`config.mk`:
```
export PLATFORM = sky130hd
export DESIGN_NAME = acc_cmd_endpoint_flat
export DESIGN_NICKNAME = d
export VERILOG_FILES = /design/src/rtl/acc_cmd_endpoint_if.sv /design/src/rtl/acc_cmd_endpoint.sv /design/src/flat_wrapper.sv
export SDC_FILE = /design/constraint.sdc
export NUM_CORES = 1
export LEC_CHECK = 0
export CAP_MARGIN = 20
export CORE_ASPECT_RATIO = 1.4
export CORE_MARGIN = 10
export CORE_UTILIZATION = 30
export CTS_CLUSTER_SIZE = 14
export DETAILED_ROUTE_END_ITERATION = 10
export HOLD_SLACK_MARGIN = 0.06
export PLACE_DENSITY_LB_ADDON = 0.08
export SLEW_MARGIN = 20
export SYNTH_ARGS = -nofsm -noshare
export SYNTH_HDL_FRONTEND = slang
export SYNTH_SLANG_ARGS = --single-unit
```
`constraint.sdc`:
```
create_clock -name clk -period 12.2 [get_ports clk]
set_input_delay 3.66 -clock clk [delete_from_list [all_inputs] [get_ports clk]]
set_output_delay 3.66 -clock clk [all_outputs]
set_load 0.03 [all_outputs]
```
`src/rtl/acc_cmd_endpoint_if.sv`:
```
// -----------------------------------------------------------------------------
// acc_cmd_endpoint_if
//   Bundles the stream and handshake signals of one accelerator command
//   endpoint. The endpoint itself connects through the "slave" modport. The
//   manager/core side (or a bench standing in for both) uses "master".
//
//   Signal groups:
//     cmd_in_*   manager -> endpoint command words (tvalid/tready/tdata/tlast)
//     arg_*      endpoint -> core task arguments   (tvalid/tready/tdata/tlast)
//     task_*     endpoint -> core task start pulse and current task id
//     done_*     core -> endpoint completion handshake
//     cmd_out_*  endpoint -> manager finish words  (tvalid/tready/tid/tdata)
//     proto_err  endpoint -> system protocol error pulse
//
//   Parameter:
//     ACC_BITS   width of cmd_out_tid
// -----------------------------------------------------------------------------
interface acc_cmd_endpoint_if #(
  parameter int unsigned ACC_BITS = 4
) ();

  logic                cmd_in_tvalid;
  logic                cmd_in_tready;
  logic [63:0]         cmd_in_tdata;
  logic                cmd_in_tlast;

  logic                arg_tvalid;
  logic                arg_tready;
  logic [63:0]         arg_tdata;
  logic                arg_tlast;

  logic                task_start;
  logic [63:0]         task_id;

  logic                done_valid;
  logic                done_ready;

  logic                cmd_out_tvalid;
  logic                cmd_out_tready;
  logic [ACC_BITS-1:0] cmd_out_tid;
  logic [63:0]         cmd_out_tdata;

  logic                proto_err;

  // Endpoint view.
  modport slave (
    input  cmd_in_tvalid, cmd_in_tdata, cmd_in_tlast,
    output cmd_in_tready,
    output arg_tvalid, arg_tdata, arg_tlast,
    input  arg_tready,
    output task_start, task_id,
    input  done_valid,
    output done_ready,
    output cmd_out_tvalid, cmd_out_tid, cmd_out_tdata,
    input  cmd_out_tready,
    output proto_err
  );

  // Manager / core view.
  modport master (
    output cmd_in_tvalid, cmd_in_tdata, cmd_in_tlast,
    input  cmd_in_tready,
    input  arg_tvalid, arg_tdata, arg_tlast,
    output arg_tready,
    input  task_start, task_id,
    output done_valid,
    input  done_ready,
    input  cmd_out_tvalid, cmd_out_tid, cmd_out_tdata,
    output cmd_out_tready,
    input  proto_err
  );

endinterface

```
`src/rtl/acc_cmd_endpoint.sv`:
```
// -----------------------------------------------------------------------------
// acc_cmd_endpoint
//   Accelerator-side endpoint of the manager command protocol.
//   An execute-task command arrives on cmd_in as:
//     W0 header {tdata[7:0]=code (0x01), tdata[15:8]=nargs}
//     W1 task id
//     W2 parent task id
//     nargs argument words, forwarded combinationally to the core on arg_*.
//   tlast marks the final word of a command.
//   After the arguments the endpoint waits for done_valid from the core.
//   It then returns a finish command on cmd_out:
//     {56'h0 | flags<<8, 8'h03}, task id, parent id (and optionally a cycle count)
//   Every finish word is tagged with ACC_ID on cmd_out_tid.
//
//   Malformed commands pulse proto_err:
//     - a bad header code or a missing tlast on the last word drains the rest
//       of the command up to tlast.
//     - an early tlast aborts straight back to IDLE.
//
//   Ports:
//     clk   clock
//     rst   asynchronous reset, active high
//     bus   acc_cmd_endpoint_if.slave (cmd_in, arg, task, done, cmd_out,
//           proto_err)
//
//   Parameters:
//     ACC_BITS   width of accelerator id / cmd_out_tid
//     ACC_ID     this accelerator's id
//     ARG_CNT_W  width of the argument counter
//
//   Build option:
//     ACC_CYCLE_COUNT_EN  when defined, counts RUN cycles (saturating, 32 bit).
//                         The count is appended as a fourth finish word
//                         {32'h0, count], and FIN0 byte1 is set to 8'h01.
// -----------------------------------------------------------------------------
module acc_cmd_endpoint #(
  parameter int unsigned ACC_BITS  = 4,
  parameter int unsigned ACC_ID    = 0,
  parameter int unsigned ARG_CNT_W = 8
) (
  input logic              clk,
  input logic              rst,
  acc_cmd_endpoint_if.slave bus
);

  localparam logic [7:0] CODE_EXEC = 8'h01;
  localparam logic [7:0] CODE_FIN  = 8'h03;
`ifdef ACC_CYCLE_COUNT_EN
  localparam logic [7:0] FIN_FLAGS = 8'h01;
`else
  localparam logic [7:0] FIN_FLAGS = 8'h00;
`endif

  typedef enum logic [3:0] {
    ST_IDLE  = 4'd0,
    ST_TID   = 4'd1,
    ST_PTID  = 4'd2,
    ST_ARGS  = 4'd3,
    ST_RUN   = 4'd4,
    ST_FIN0  = 4'd5,
    ST_FIN1  = 4'd6,
    ST_FIN2  = 4'd7,
    ST_FIN3  = 4'd8,
    ST_DRAIN = 4'd9
  } state_t;

  state_t               state_r;
  logic [ARG_CNT_W-1:0] nargs_r;
  logic [ARG_CNT_W-1:0] remaining_r;
  logic [63:0]          task_id_r;
  logic [63:0]          parent_r;
  logic                 in_ready_r;    // cmd_in_tready in every state except ARGS
  logic                 done_ready_r;
  logic                 task_start_r;
  logic                 proto_err_r;
  logic                 out_valid_r;
  logic [63:0]          out_data_r;
`ifdef ACC_CYCLE_COUNT_EN
  logic [31:0]          run_cnt_r;
`endif

  logic                 in_args_s;
  logic                 in_ready_s;
  logic                 in_hs_s;
  logic                 done_hs_s;
  logic                 out_hs_s;
  logic                 arg_last_s;
  logic [7:0]           hdr_code_s;
  logic [ARG_CNT_W-1:0] hdr_nargs_s;

  // In ARGS the input stream is wired straight through to the core, so
  // readiness comes from the core. Elsewhere a registered flag is used.
  // That flag is 0 in reset and in RUN/FIN.
  assign in_args_s   = (state_r == ST_ARGS);
  assign in_ready_s  = in_args_s ? bus.arg_tready : in_ready_r;
  assign in_hs_s     = bus.cmd_in_tvalid & in_ready_s;
  assign done_hs_s   = bus.done_valid & done_ready_r;
  assign out_hs_s    = out_valid_r & bus.cmd_out_tready;
  assign arg_last_s  = (remaining_r == ARG_CNT_W'(1));
  assign hdr_code_s  = bus.cmd_in_tdata[7:0];
  assign hdr_nargs_s = ARG_CNT_W'(bus.cmd_in_tdata[15:8]);

  assign bus.cmd_in_tready  = in_ready_s;
  assign bus.arg_tvalid     = in_args_s & bus.cmd_in_tvalid;
  assign bus.arg_tdata      = in_args_s ? bus.cmd_in_tdata : 64'h0;
  // An early tlast still closes the argument packet towards the core.
  assign bus.arg_tlast      = in_args_s & (arg_last_s | bus.cmd_in_tlast);
  assign bus.task_start     = task_start_r;
  assign bus.task_id        = task_id_r;
  assign bus.done_ready     = done_ready_r;
  assign bus.cmd_out_tvalid = out_valid_r;
  assign bus.cmd_out_tdata  = out_data_r;
  assign bus.cmd_out_tid    = ACC_BITS'(ACC_ID);
  assign bus.proto_err      = proto_err_r;

  // Command FSM. All control outputs and the finish word are registered.
  always_ff @(posedge clk or posedge rst) begin
    if (rst) begin
      state_r      <= ST_IDLE;
      nargs_r      <= '0;
      remaining_r  <= '0;
      task_id_r    <= 64'h0;
      parent_r     <= 64'h0;
      in_ready_r   <= 1'b0;
      done_ready_r <= 1'b0;
      task_start_r <= 1'b0;
      proto_err_r  <= 1'b0;
      out_valid_r  <= 1'b0;
      out_data_r   <= 64'h0;
`ifdef ACC_CYCLE_COUNT_EN
      run_cnt_r    <= 32'h0;
`endif
    end else begin
      task_start_r <= 1'b0;
      proto_err_r  <= 1'b0;

      case (state_r)
        ST_IDLE: begin
          // Also raises readiness on the first cycle after reset.
          in_ready_r <= 1'b1;
          if (in_hs_s) begin
            if ((hdr_code_s == CODE_EXEC) && !bus.cmd_in_tlast) begin
              nargs_r <= hdr_nargs_s;
              state_r <= ST_TID;
            end else begin
              // Bad code, or a one-word command: drain the rest unless this
              // word already ended the command.
              proto_err_r <= 1'b1;
              state_r     <= bus.cmd_in_tlast ? ST_IDLE : ST_DRAIN;
            end
          end
        end

        ST_TID: begin
          if (in_hs_s) begin
            if (bus.cmd_in_tlast) begin
              proto_err_r <= 1'b1;
              state_r     <= ST_IDLE;
            end else begin
              task_id_r <= bus.cmd_in_tdata;
              state_r   <= ST_PTID;
            end
          end
        end

        ST_PTID: begin
          if (in_hs_s) begin
            if (nargs_r == ARG_CNT_W'(0)) begin
              if (bus.cmd_in_tlast) begin
                parent_r     <= bus.cmd_in_tdata;
                task_start_r <= 1'b1;
                done_ready_r <= 1'b1;
                in_ready_r   <= 1'b0;
                state_r      <= ST_RUN;
`ifdef ACC_CYCLE_COUNT_EN
                run_cnt_r    <= 32'h0;
`endif
              end else begin
                // Argument-less task carries extra words.
                proto_err_r <= 1'b1;
                state_r     <= ST_DRAIN;
              end
            end else if (bus.cmd_in_tlast) begin
              proto_err_r <= 1'b1;
              state_r     <= ST_IDLE;
            end else begin
              parent_r     <= bus.cmd_in_tdata;
              task_start_r <= 1'b1;
              remaining_r  <= nargs_r;
              in_ready_r   <= 1'b0;
              state_r      <= ST_ARGS;
`ifdef ACC_CYCLE_COUNT_EN
              run_cnt_r    <= 32'h0;
`endif
            end
          end
        end

        ST_ARGS: begin
          if (in_hs_s) begin
            remaining_r <= remaining_r - ARG_CNT_W'(1);
            if (arg_last_s) begin
              if (bus.cmd_in_tlast) begin
                done_ready_r <= 1'b1;
                state_r      <= ST_RUN;
              end else begin
                proto_err_r <= 1'b1;
                in_ready_r  <= 1'b1;
                state_r     <= ST_DRAIN;
              end
            end else if (bus.cmd_in_tlast) begin
              proto_err_r <= 1'b1;
              in_ready_r  <= 1'b1;
              state_r     <= ST_IDLE;
            end else begin
              state_r <= ST_ARGS;
            end
          end
        end

        ST_RUN: begin
`ifdef ACC_CYCLE_COUNT_EN
          if (run_cnt_r != 32'hFFFF_FFFF) begin
            run_cnt_r <= run_cnt_r + 32'h1;
          end
`endif
          if (done_hs_s) begin
            done_ready_r <= 1'b0;
            out_valid_r  <= 1'b1;
            out_data_r   <= {48'h0, FIN_FLAGS, CODE_FIN};
            state_r      <= ST_FIN0;
          end
        end

        // Each FIN state loads the next word only on a handshake, so
        // tdata/tvalid hold steady while the manager stalls.
        ST_FIN0: begin
          if (out_hs_s) begin
            out_data_r <= task_id_r;
            state_r    <= ST_FIN1;
          end
        end

        ST_FIN1: begin
          if (out_hs_s) begin
            out_data_r <= parent_r;
            state_r    <= ST_FIN2;
          end
        end

        ST_FIN2: begin
          if (out_hs_s) begin
`ifdef ACC_CYCLE_COUNT_EN
            out_data_r <= {32'h0, run_cnt_r};
            state_r    <= ST_FIN3;
`else
            out_valid_r <= 1'b0;
            out_data_r  <= 64'h0;
            in_ready_r  <= 1'b1;
            state_r     <= ST_IDLE;
`endif
          end
        end

`ifdef ACC_CYCLE_COUNT_EN
        ST_FIN3: begin
          if (out_hs_s) begin
            out_valid_r <= 1'b0;
            out_data_r  <= 64'h0;
            in_ready_r  <= 1'b1;
            state_r     <= ST_IDLE;
          end
        end
`endif

        ST_DRAIN: begin
          if (in_hs_s && bus.cmd_in_tlast) begin
            state_r <= ST_IDLE;
          end
        end

        default: begin
          state_r      <= ST_IDLE;
          in_ready_r   <= 1'b1;
          done_ready_r <= 1'b0;
          out_valid_r  <= 1'b0;
          out_data_r   <= 64'h0;
        end
      endcase
    end
  end

endmodule
```
`src/flat_wrapper.sv`:
```
// flat-port wrapper written by rule: the top's interface ports become plain ports
module acc_cmd_endpoint_flat 
#(
  parameter int unsigned ACC_BITS  = 4,
  parameter int unsigned ACC_ID    = 0,
  parameter int unsigned ARG_CNT_W = 8
)
  (clk, rst, bus_cmd_in_tvalid, bus_cmd_in_tdata, bus_cmd_in_tlast, bus_cmd_in_tready, bus_arg_tvalid, bus_arg_tdata, bus_arg_tlast, bus_arg_tready, bus_task_start, bus_task_id, bus_done_valid, bus_done_ready, bus_cmd_out_tvalid, bus_cmd_out_tid, bus_cmd_out_tdata, bus_cmd_out_tready, bus_proto_err);
  acc_cmd_endpoint_if #(.ACC_BITS(ACC_BITS)) bus_i ();
  input logic clk;
  input logic rst;
  input wire logic [$bits(bus_i.cmd_in_tvalid)-1:0] bus_cmd_in_tvalid;
  input wire logic [$bits(bus_i.cmd_in_tdata)-1:0] bus_cmd_in_tdata;
  input wire logic [$bits(bus_i.cmd_in_tlast)-1:0] bus_cmd_in_tlast;
  output wire logic [$bits(bus_i.cmd_in_tready)-1:0] bus_cmd_in_tready;
  output wire logic [$bits(bus_i.arg_tvalid)-1:0] bus_arg_tvalid;
  output wire logic [$bits(bus_i.arg_tdata)-1:0] bus_arg_tdata;
  output wire logic [$bits(bus_i.arg_tlast)-1:0] bus_arg_tlast;
  input wire logic [$bits(bus_i.arg_tready)-1:0] bus_arg_tready;
  output wire logic [$bits(bus_i.task_start)-1:0] bus_task_start;
  output wire logic [$bits(bus_i.task_id)-1:0] bus_task_id;
  input wire logic [$bits(bus_i.done_valid)-1:0] bus_done_valid;
  output wire logic [$bits(bus_i.done_ready)-1:0] bus_done_ready;
  output wire logic [$bits(bus_i.cmd_out_tvalid)-1:0] bus_cmd_out_tvalid;
  output wire logic [$bits(bus_i.cmd_out_tid)-1:0] bus_cmd_out_tid;
  output wire logic [$bits(bus_i.cmd_out_tdata)-1:0] bus_cmd_out_tdata;
  input wire logic [$bits(bus_i.cmd_out_tready)-1:0] bus_cmd_out_tready;
  output wire logic [$bits(bus_i.proto_err)-1:0] bus_proto_err;
  assign bus_i.cmd_in_tvalid = bus_cmd_in_tvalid;
  assign bus_i.cmd_in_tdata = bus_cmd_in_tdata;
  assign bus_i.cmd_in_tlast = bus_cmd_in_tlast;
  assign bus_cmd_in_tready = bus_i.cmd_in_tready;
  assign bus_arg_tvalid = bus_i.arg_tvalid;
  assign bus_arg_tdata = bus_i.arg_tdata;
  assign bus_arg_tlast = bus_i.arg_tlast;
  assign bus_i.arg_tready = bus_arg_tready;
  assign bus_task_start = bus_i.task_start;
  assign bus_task_id = bus_i.task_id;
  assign bus_i.done_valid = bus_done_valid;
  assign bus_done_ready = bus_i.done_ready;
  assign bus_cmd_out_tvalid = bus_i.cmd_out_tvalid;
  assign bus_cmd_out_tid = bus_i.cmd_out_tid;
  assign bus_cmd_out_tdata = bus_i.cmd_out_tdata;
  assign bus_i.cmd_out_tready = bus_cmd_out_tready;
  assign bus_proto_err = bus_i.proto_err;
  acc_cmd_endpoint #(.ACC_BITS(ACC_BITS), .ACC_ID(ACC_ID), .ARG_CNT_W(ARG_CNT_W)) u_core (.clk(clk), .rst(rst), .bus(bus_i));
endmodule
```
==> results of run 1 <==
[worst register-to-register path, stage by stage, from the launching register on]
cell and delay (ns):
dfrtp_1 0.41, nor4_1 0.77, nand2_1 0.36, ha_1 0.42, or4_4 0.86, buf_4 0.49, mux2_4 0.40
[path summary, 6_finish.rpt]
| check | from | end | slack (ns) | cells after the start |
|---|---|---|---|---|
| worst max-delay path | bus_cmd_in_tlast | bus_arg_tlast | 2.80 | 5 |
| worst min-delay path | u_core.bus.cmd_out_tdata[31] | u_core.bus.cmd_out_tdata[31] | 0.47 | 2 |
| worst max register to register | u_core.nargs_r[5] | u_core.parent_r[52] | 8.35 | 6 |
| worst min register to register | u_core.bus.cmd_out_tdata[31] | u_core.bus.cmd_out_tdata[31] | 0.47 | 2 |
| max in group asynchronous | rst | u_core.bus.task_id[13] | 7.27 | 3 |
| min in group asynchronous | rst | u_core.bus.task_id[32] | 3.60 | 2 |
[power by group]
group	switching [uW]	internal (uW)	leakage, uW	total [uW]
Sequential	202	987	0.00284	1190
Clock	298	428	0.000388	726
Combinational	917	727	0.00307	1640
Total	1420	2140	0.00629	3560
[layout make-up]
type | instances | area [sq um]
clock buffers | 33 | 715.7
clock inverters | 7 | 66.31
fillers | 3344 | 20090
inverters | 11 | 48.80
multi-input cells | 552 | 4454
flip-flops and latches | 217 | 5430
well taps | 451 | 564.3
repair buffers | 278 | 2760
[per-stage QoR]
step	worst slack [ns]	std cells
4_1_cts	2.814	1549
3_5_place_dp	2.825	1509
3_3_place_gp	2.814	1509
5_1_grt	2.695	1549
2_1_floorplan	2.604	844
6_report	2.802	1549
[cells by family after synthesis]
group                      after synthesis
AOI/OAI and AO/OA                      196
xor gates and xnor gates                 1
adders and majority gates                6
buffers and inverters                   75
DFF                                    217
muxes                                  138
other                                    1
and+or+nand+nor                        207
[placed cells by master (no fill, tap or decap), types with 3 or more instances in the layout]
| cell | n |
|---|---|
| mux2_2 | 17 |
| inv_1 | 10 |
| a31oi_1 | 7 |
| a21oi_1 | 17 |
| clkinv_2 | 4 |
| ha_1 | 6 |
| clkbuf_16 | 25 |
| clkdlybuf4s50_1 | 269 |
| nor3_1 | 5 |
| o31ai_1 | 4 |
| clkbuf_8 | 6 |
| nor4_1 | 3 |
| o21ai_0 | 69 |
| buf_4 | 9 |
| and2_1 | 66 |
| nand2_1 | 83 |
| o21ai_1 | 12 |
| dfrtp_1 | 217 |
| nand2b_1 | 4 |
| o221ai_1 | 3 |
| mux2_4 | 120 |
| o211ai_1 | 3 |
| conb_1 | 4 |
| a22oi_1 | 64 |
| nor2_1 | 22 |
[registers in the layout, indices dropped and copies added, names as in the netlist]
| name | cells |
|---|---|
| u_core.bus.cmd_out_tdata | 64 |
| u_core.bus.task_id | 64 |
| u_core.parent_r | 64 |
| u_core.nargs_r | 8 |
| u_core.remaining_r | 8 |
| u_core.state_r | 4 |
| u_core.bus.cmd_out_tvalid | 1 |
| u_core.bus.done_ready | 1 |
| u_core.bus.proto_err | 1 |
| u_core.bus.task_start | 1 |
| u_core.in_ready_r | 1 |
[metal layers]
layer	global-route usage (%)	wire [um]	part of all wire [%]	vias to the layer above
met5	0	0	0	-
met4	3.753	519	1.6	0
met3	3.046	1853	5.7	30
met2	25.92	16580	51	215
met1	18.09	13290	41	3650
li1	-	-	-	3464
==> flow_metrics.tcl, run 1 <==
set metrics [dict create \
    dieHeight_um 240.0 \
    drv_slew 0 \
    fin_nets 1162 \
    synthAdderAreaFrac_pct 0.7241 \
    synth_area_leaders "dfrtp_1 52%, mux2_4 17%, a22oi_1 4.6%" \
    critPathLaunchType "input pin" \
    arrival_ns 5.74 \
    synth_compound_area_share_pct 12.01 \
    slowest_stage "clkdlybuf4s50_1" \
    critPathCaptureType "output port" \
    whs_ns 0.4721 \
    vdd.ir_drop.worst_mv 0.1109 \
    leakage_uw 0.006294 \
    final_area_sq_um 14040 \
    synth_warnings 0 \
    hold_buffers 0 \
    synth_xor_xnor_area_share_pct 0.08448 \
    grt_max_degree 98 \
    placedInstanceArea_sq_um 13260 \
    yosysTopAreaCellShare_pct 52.38 \
    path_max_fanout 11 \
    antenna_cells 0 \
    crit_buf_inv 3 \
    clock_latency_ns 0.54 \
    tritoncts "done" \
    fmax_mhz 106.4 \
    worstPathCellList "clkdlybuf4s50_1, inv_1, ha_1, nor2_1, clkdlybuf4s50_1" \
    cts.htree.levels 1 \
    ys_ff_latch 217 \
    ys.flop_type "dfrtp_1" \
    power_uw 3560 \
    viasPerCell 4.751 \
    via_count 7359 \
    cts_made_buffers 25 \
    drtIter0Drc 396 \
    syn_area_sq_um 10370 \
    hold_viol 0 \
    fin_setup_tns_ns 0 \
    synth_top_family_by_area "multiplexers" \
    crit_required_ns 8.54 \
    power_density_nw_per_um2 253.6 \
    antenna_found_initial 0 \
    period_needed_ns 9.398 \
    ctsRootBufferMaster "clkbuf_16" \
    core_area_sq_um 34130 \
    synth_simple_gate_area_share_pct 10.38 \
    synth_cells 841 \
    synth_edf_count 0 \
    drc 0 \
    clock_skew_ns 0.02274 \
    path_class "in2out" \
    cts_sinks 217 \
    wl_per_cell_um 20.82 \
    clk_pin_slew_ns 0.06 \
    period_share_pct 77.03 \
    io-pin-count 274 \
    layout-drive-gt1-share_pct 18.03 \
    syn2layout_area_growth_pct 35.42 \
    drtAntennaViolNets 0 \
    dp_hpwl_mm 21.68 \
    first_pass_iters 4 \
    row_count 80 \
    ctsResizeCount 0 \
    grt_pass1_vias 7784 \
    final_util_pct 41.13 \
    critPathMaxStageDelay_ns 0.73 \
    synth-async-reset-ratio_pct 100.0 \
    synthTopCellsByCount "217 x dfrtp_1, 120 x mux2_4, 83 x nand2_1, 69 x o21ai_0, 66 x and2_1" \
    yosysTopAreaCell "dfrtp_1" \
    routed_wl_mm 32.25 \
    initial_core_util_pct 30.37 \
    ys_seq_area_share_pct 52.38 \
    max-cap-violations 0 \
    worstMarginPinSlew_ns 0.9271 \
    grt_pass1_wl_mm 49.38 \
    maxSlewHeadroom_pct 38.20 \
    rsz0062_at_grt "false" \
    die-area_sq_um 42500 \
    crit_family "buffers and inverters" \
    yosysMostFrequentCell "dfrtp_1" \
    post-cts-setup-buffers 0 \
    grtUsageTotal_pct 14.82 \
    cts.path.max_buffers 3 \
    gp_congestion 0.7813 \
    die_w_um 177.1 \
    setup_viol 0 \
    synth.avg_cell_area_sq_um 12.33 \
    grt_overflow 0 \
    portBuffers 269 \
    status "finished clean" \
    synthMuxAreaShare_pct 19.36 \
    hp-class "reg2reg" \
    synth_cell_type_count 61 \
    path_common_cell "clkdlybuf4s50_1" \
]
Note: power is estimated with default switching activity, not from simulation.
==> run 2: changes to the inputs <==
clock period = 8.45 ns   (was 12.2 ns; I/O delays follow)
==> run 2 against run 1 <==
  * Register-to-register slack got worse by 3.6 ns
  * Via count shrank 0.41%
  * Wire length about the same
==> flow_metrics.tcl, run 2 (synthesized netlist as in run 1, its figures left out) <==
set metrics [dict create \
    ctsRootBufferMaster "clkbuf_16" \
    via_count 7329 \
    clock_latency_ns 0.54 \
    nFillCells 3253 \
    syn2layout_area_growth_pct 36.17 \
    crit_buf_inv 3 \
    drv_slew 0 \
    post-cts-setup-buffers 0 \
    initial_core_util_pct 30.37 \
    layout_common_cells "269 x clkdlybuf4s50_1, 217 x dfrtp_1, 120 x mux2_4" \
    drtAntennaViolNets 0 \
    core_area_sq_um 34130 \
    maxSlewHeadroom_pct 34.92 \
    fmax_mhz 140.9 \
    hold_buffers 0 \
    row_count 80 \
    vdd.ir_drop.worst_mv 0.1677 \
    fin_setup_tns_ns 0 \
    startpoint "bus_cmd_in_tlast" \
    max-cap-violations 0 \
    wl_per_cell_um 20.72 \
    cts_made_buffers 25 \
    crit_family "buffers and inverters" \
    crit_required_ns 5.92 \
    viasPerCell 4.713 \
    cts.path.max_buffers 3 \
    rsz0062_at_grt "false" \
    final_common_cell "clkdlybuf4s50_1" \
    path_max_fanout 11 \
    whs_ns 0.4737 \
    crit-reg2reg-launch "u_core.nargs_r[5]" \
    clock_skew_ns 0.01898 \
    layout-drive-gt1-share_pct 18.13 \
    critPathMaxStageDelay_ns 0.72 \
    critPathCaptureType "output port" \
    grtUsageTotal_pct 14.75 \
    fin_nets 1162 \
    period_share_pct 83.97 \
    hold_viol 0 \
    die_w_um 177.1 \
    gp_congestion 0.7822 \
    path_common_cell "clkdlybuf4s50_1" \
    period_needed_ns 7.096 \
    io-pin-count 274 \
    cts_sinks 217 \
    portBuffers 269 \
    worstPathCellList "clkdlybuf4s50_1, inv_1, ha_1, nor2_1, clkdlybuf4s50_1" \
    power_density_nw_per_um2 368.7 \
    critPathLaunchType "input pin" \
    arrival_ns 4.56 \
    routed_wl_mm 32.22 \
    first_pass_iters 4 \
    holdCritStartpoint "u_core.bus.cmd_out_tdata[11]" \
    path_class "in2out" \
    cts.htree.levels 1 \
    worstMarginPinSlew_ns 0.9763 \
    dp_hpwl_mm 21.55 \
    setup_viol 0 \
    clk_pin_slew_ns 0.06 \
    grt_pass1_wl_mm 49.08 \
    leakage_uw 0.006322 \
    hp-class "reg2reg" \
    slowest_stage "clkdlybuf4s50_1" \
    grt_max_degree 170 \
    grt_pass1_vias 7829 \
    status "finished clean" \
    drc 0 \
    die-area_sq_um 42500 \
    antenna_found_initial 1 \
    drtIter0Drc 447 \
    multiInputGateArea_sq_um 4458 \
    ctsResizeCount 0 \
    tritoncts "done" \
    register_area_sq_um 5430 \
    dieHeight_um 240.0 \
    grt_overflow 0 \
]
==> run 2: layout make-up <==
| cell class | instances | area share, % |
|---|---|---|
| diodes | 1 | 0.01773 |
| clock buffers | 35 | 5.052 |
| clock inverters | 10 | 0.9306 |
| inverters | 11 | 0.3191 |
| multi-input cells | 552 | 31.58 |
| flip-flops and latches | 217 | 38.46 |
| well taps | 451 | 3.997 |
| repair buffers | 278 | 19.64 |
==> run 2: final timing paths <==
path / depth (start not counted) / to / slack, ns
min in group asynchronous: 2 / u_core.bus.task_id[33] / 2.28
max reg2reg: 6 / u_core.parent_r[61] / 4.76
min reg2reg: 2 / u_core.bus.cmd_out_tdata[11] / 0.47
min: 2 / u_core.bus.cmd_out_tdata[11] / 0.47
max in group asynchronous: 3 / u_core.bus.cmd_out_tdata[58] / 4.95
max: 5 / bus_arg_tlast / 1.35
==> run 2: worst register-to-register path: cells and delay by family (launching register included) <==
family                     cells  cell delay, ns
adders and majority gates      1            0.41
DFF                            1            0.41
and+or+nand+nor                3            1.60
buffers and inverters          1            0.71
muxes                          1            0.42
==> run 2: power by group <==
group          internal [uW]  switching [uW]  leakage [uW]
clock                    679             441      0.000417
combinational           1050            1320       0.00306
sequential              1430             289       0.00284
total                   3160            2050       0.00632
==> run 2: through the flow <==
stage	total power [uW]	util [%]	setup slack [ns]	instance area, sq um	std cells
detailed placement	4143	38.87	1.358	13270	1509
finish	5205	41.36	1.354	14120	1555
CTS	5295	41.34	1.348	14110	1554
global route	5520	41.36	1.214	14120	1555
floorplan	3217	-	2.294	10380	844
global placement	4133	38.87	1.371	13270	1509
==> run 2: metal layers <==
metal | vias up | GRT usage [%] | routed length, um
met2 | 194 | 25.86 | 16660
met5 | - | 0 | 0
li1 | 3461 | - | -
met3 | 35 | 2.905 | 1848
met4 | 0 | 3.932 | 546
met1 | 3639 | 17.93 | 13170
==> run 3: changes to the inputs <==
clock period = 6.5 ns   (was 8.45 ns; I/O delays follow)
==> run 3 against run 2 <==
  * Wire length is 0.11% higher
  * Design area fell by 0.36%
  * Sequential share of layout area up 0.14 points
  * Clock power rose by 18%
  * Count of clock-buffer cells in the layout increased by 3
  * Clock skew decreased by 0.0091 ns
  * Sequential cell count unchanged
  * Worst setup slack worse by 0.47 ns
  * Core utilization down 0.15 points
  * Largest power group unchanged
==> flow_metrics.tcl, run 3 (synthesized netlist as in run 1, its figures left out) <==
set metrics [dict create \
    status "finished clean" \
    power.switching_uw 2643 \
    post-cts-setup-buffers 0 \
    leakage_uw 0.006302 \
    routed_wl_mm 32.26 \
    grtUsageTotal_pct 14.78 \
    row_count 80 \
    layout_common_cells "269 x clkdlybuf4s50_1, 217 x dfrtp_1, 120 x mux2_4" \
    drtAntennaViolNets 0 \
    first_pass_iters 4 \
    via_count 7382 \
    maxSlewHeadroom_pct 31.76 \
    grt_max_degree 113 \
    placedInstanceArea_sq_um 13320 \
    hp-class "reg2reg" \
    gp_congestion 0.7792 \
    switching_share_pct 39.74 \
    period_share_pct 86.36 \
    period_needed_ns 5.613 \
    p_comb_share_pct 46.9 \
    antenna_cells 0 \
    path_max_fanout 6 \
    clock_skew_ns 0.009894 \
    ctsRootBufferMaster "clkbuf_16" \
    portBuffers 269 \
    fmax_mhz 178.2 \
    rsz0062_at_grt "false" \
    setup_viol 0 \
    hold_viol 0 \
    vdd.ir_drop.worst_mv 0.2096 \
    intPower_uw 4007 \
    die_w_um 177.1 \
    layout-drive-gt1-share_pct 17.88 \
    viasPerCell 4.753 \
    crit_buf_inv 3 \
    critPathLaunchType "input pin" \
    critPathCaptureType "output port" \
    cts.path.max_buffers 3 \
    path_class "in2out" \
    drc 0 \
    max-cap-violations 0 \
    dieHeight_um 240.0 \
    cts.htree.levels 1 \
    wl_per_cell_um 20.77 \
    syn2layout_area_growth_pct 35.67 \
    initial_core_util_pct 30.37 \
    dp_hpwl_mm 21.92 \
    arrival_ns 3.66 \
    path_common_cell "clkdlybuf4s50_1" \
    grt_pass1_vias 7832 \
    critPathMaxStageDelay_ns 0.72 \
    cts_made_buffers 25 \
    ctsResizeCount 0 \
    fin_nets 1166 \
    final_util_pct 41.21 \
    grt_pass1_wl_mm 49.44 \
    worstPathCellList "clkdlybuf4s50_1, inv_1, ha_1, nor2_1, clkdlybuf4s50_1" \
    final_cells 1553 \
    io-pin-count 274 \
    tritoncts "done" \
    fin_setup_tns_ns 0 \
    core_area_sq_um 34130 \
    crit_family "buffers and inverters" \
    clkPwrFrac_pct 19.8 \
    clk_pin_slew_ns 0.05 \
    p_seq_share_pct 33.3 \
    antenna_found_initial 0 \
    hold_buffers 0 \
    slowest_stage "clkdlybuf4s50_1" \
    drv_slew 0 \
    power_density_nw_per_um2 472.8 \
    worstMarginPinSlew_ns 1.021 \
    crit_required_ns 4.55 \
    grt_overflow 0 \
    die-area_sq_um 42500 \
    drtIter0Drc 394 \
    cts_sinks 217 \
    final_common_cell "clkdlybuf4s50_1" \
    numPlacedInstances 1513 \
    final_area_sq_um 14070 \
    clock_latency_ns 0.52 \
]
## run 3: changes by cell type in the layout (fill, tap and decap cells not counted), moves of 2 or more
cell       delta
clkinv_2      -3
bufinv_16     -3
buf_12        +2
buf_4         +2
clkbuf_1      +2
## run 3: final timing paths
path / startpoint / end / slack, ns / cells past startpoint
min reg2reg: u_core.bus.cmd_out_tdata[42] / u_core.bus.cmd_out_tdata[42] / 0.47 / 2
min: u_core.bus.cmd_out_tdata[42] / u_core.bus.cmd_out_tdata[42] / 0.47 / 2
max reg2reg: u_core.nargs_r[5] / u_core.parent_r[18] / 2.79 / 6
max in group asynchronous: rst / u_core.bus.cmd_out_tdata[56] / 3.94 / 3
max: bus_cmd_in_tlast / bus_arg_tlast / 0.89 / 5
min in group asynchronous: rst / u_core.bus.task_id[27] / 1.69 / 2
## run 3: power by group through the flow
stage | Sequential, uW | Combinational [uW] | Clock, uW
after floorplan | 2750 | 1430 | 0
after global placement | 2220 | 3180 | 0
after detailed placement | 2240 | 3180 | 0
after CTS | 2220 | 3190 | 1370
after global routing | 2290 | 3350 | 1420
final | 2210 | 3120 | 1320
## run 3: stage by stage
step	total power (uW)	setup slack (ns)	hold WS, ns
3_3_place_gp	5403	0.9107	0.4620
4_1_cts	6774	0.8831	0.4824
6_report	6650	0.8868	0.4731
2_1_floorplan	4182	1.514	0.4715
5_1_grt	7059	0.8090	0.4923
3_5_place_dp	5418	0.8985	0.4695
## run 3: metal layers
metal / track usage [%] / share of wire [%]
met5: 0 / 0
met4: 3.778 / 1.8
met3: 2.936 / 5.5
met2: 26.33 / 52
met1: 17.69 / 41
## run 3: worst reg2reg max path, cell delays in order (launching register included)
cell and delay [ns]:
dfrtp_1 0.41, nor4_1 0.72, nand2_1 0.37, ha_1 0.41, or4_4 0.90, buf_4 0.44
mux2_4 0.34
## run 3: layout make-up
cell class	instances	area (sq um)
multi-input combinational	552	4454
tap	451	564.3
sequential	217	5430
inverter	11	45.04
timing repair buffer	282	2828
clock buffer	38	734.5
fill	3282	20070
clock inverter	2	10.01
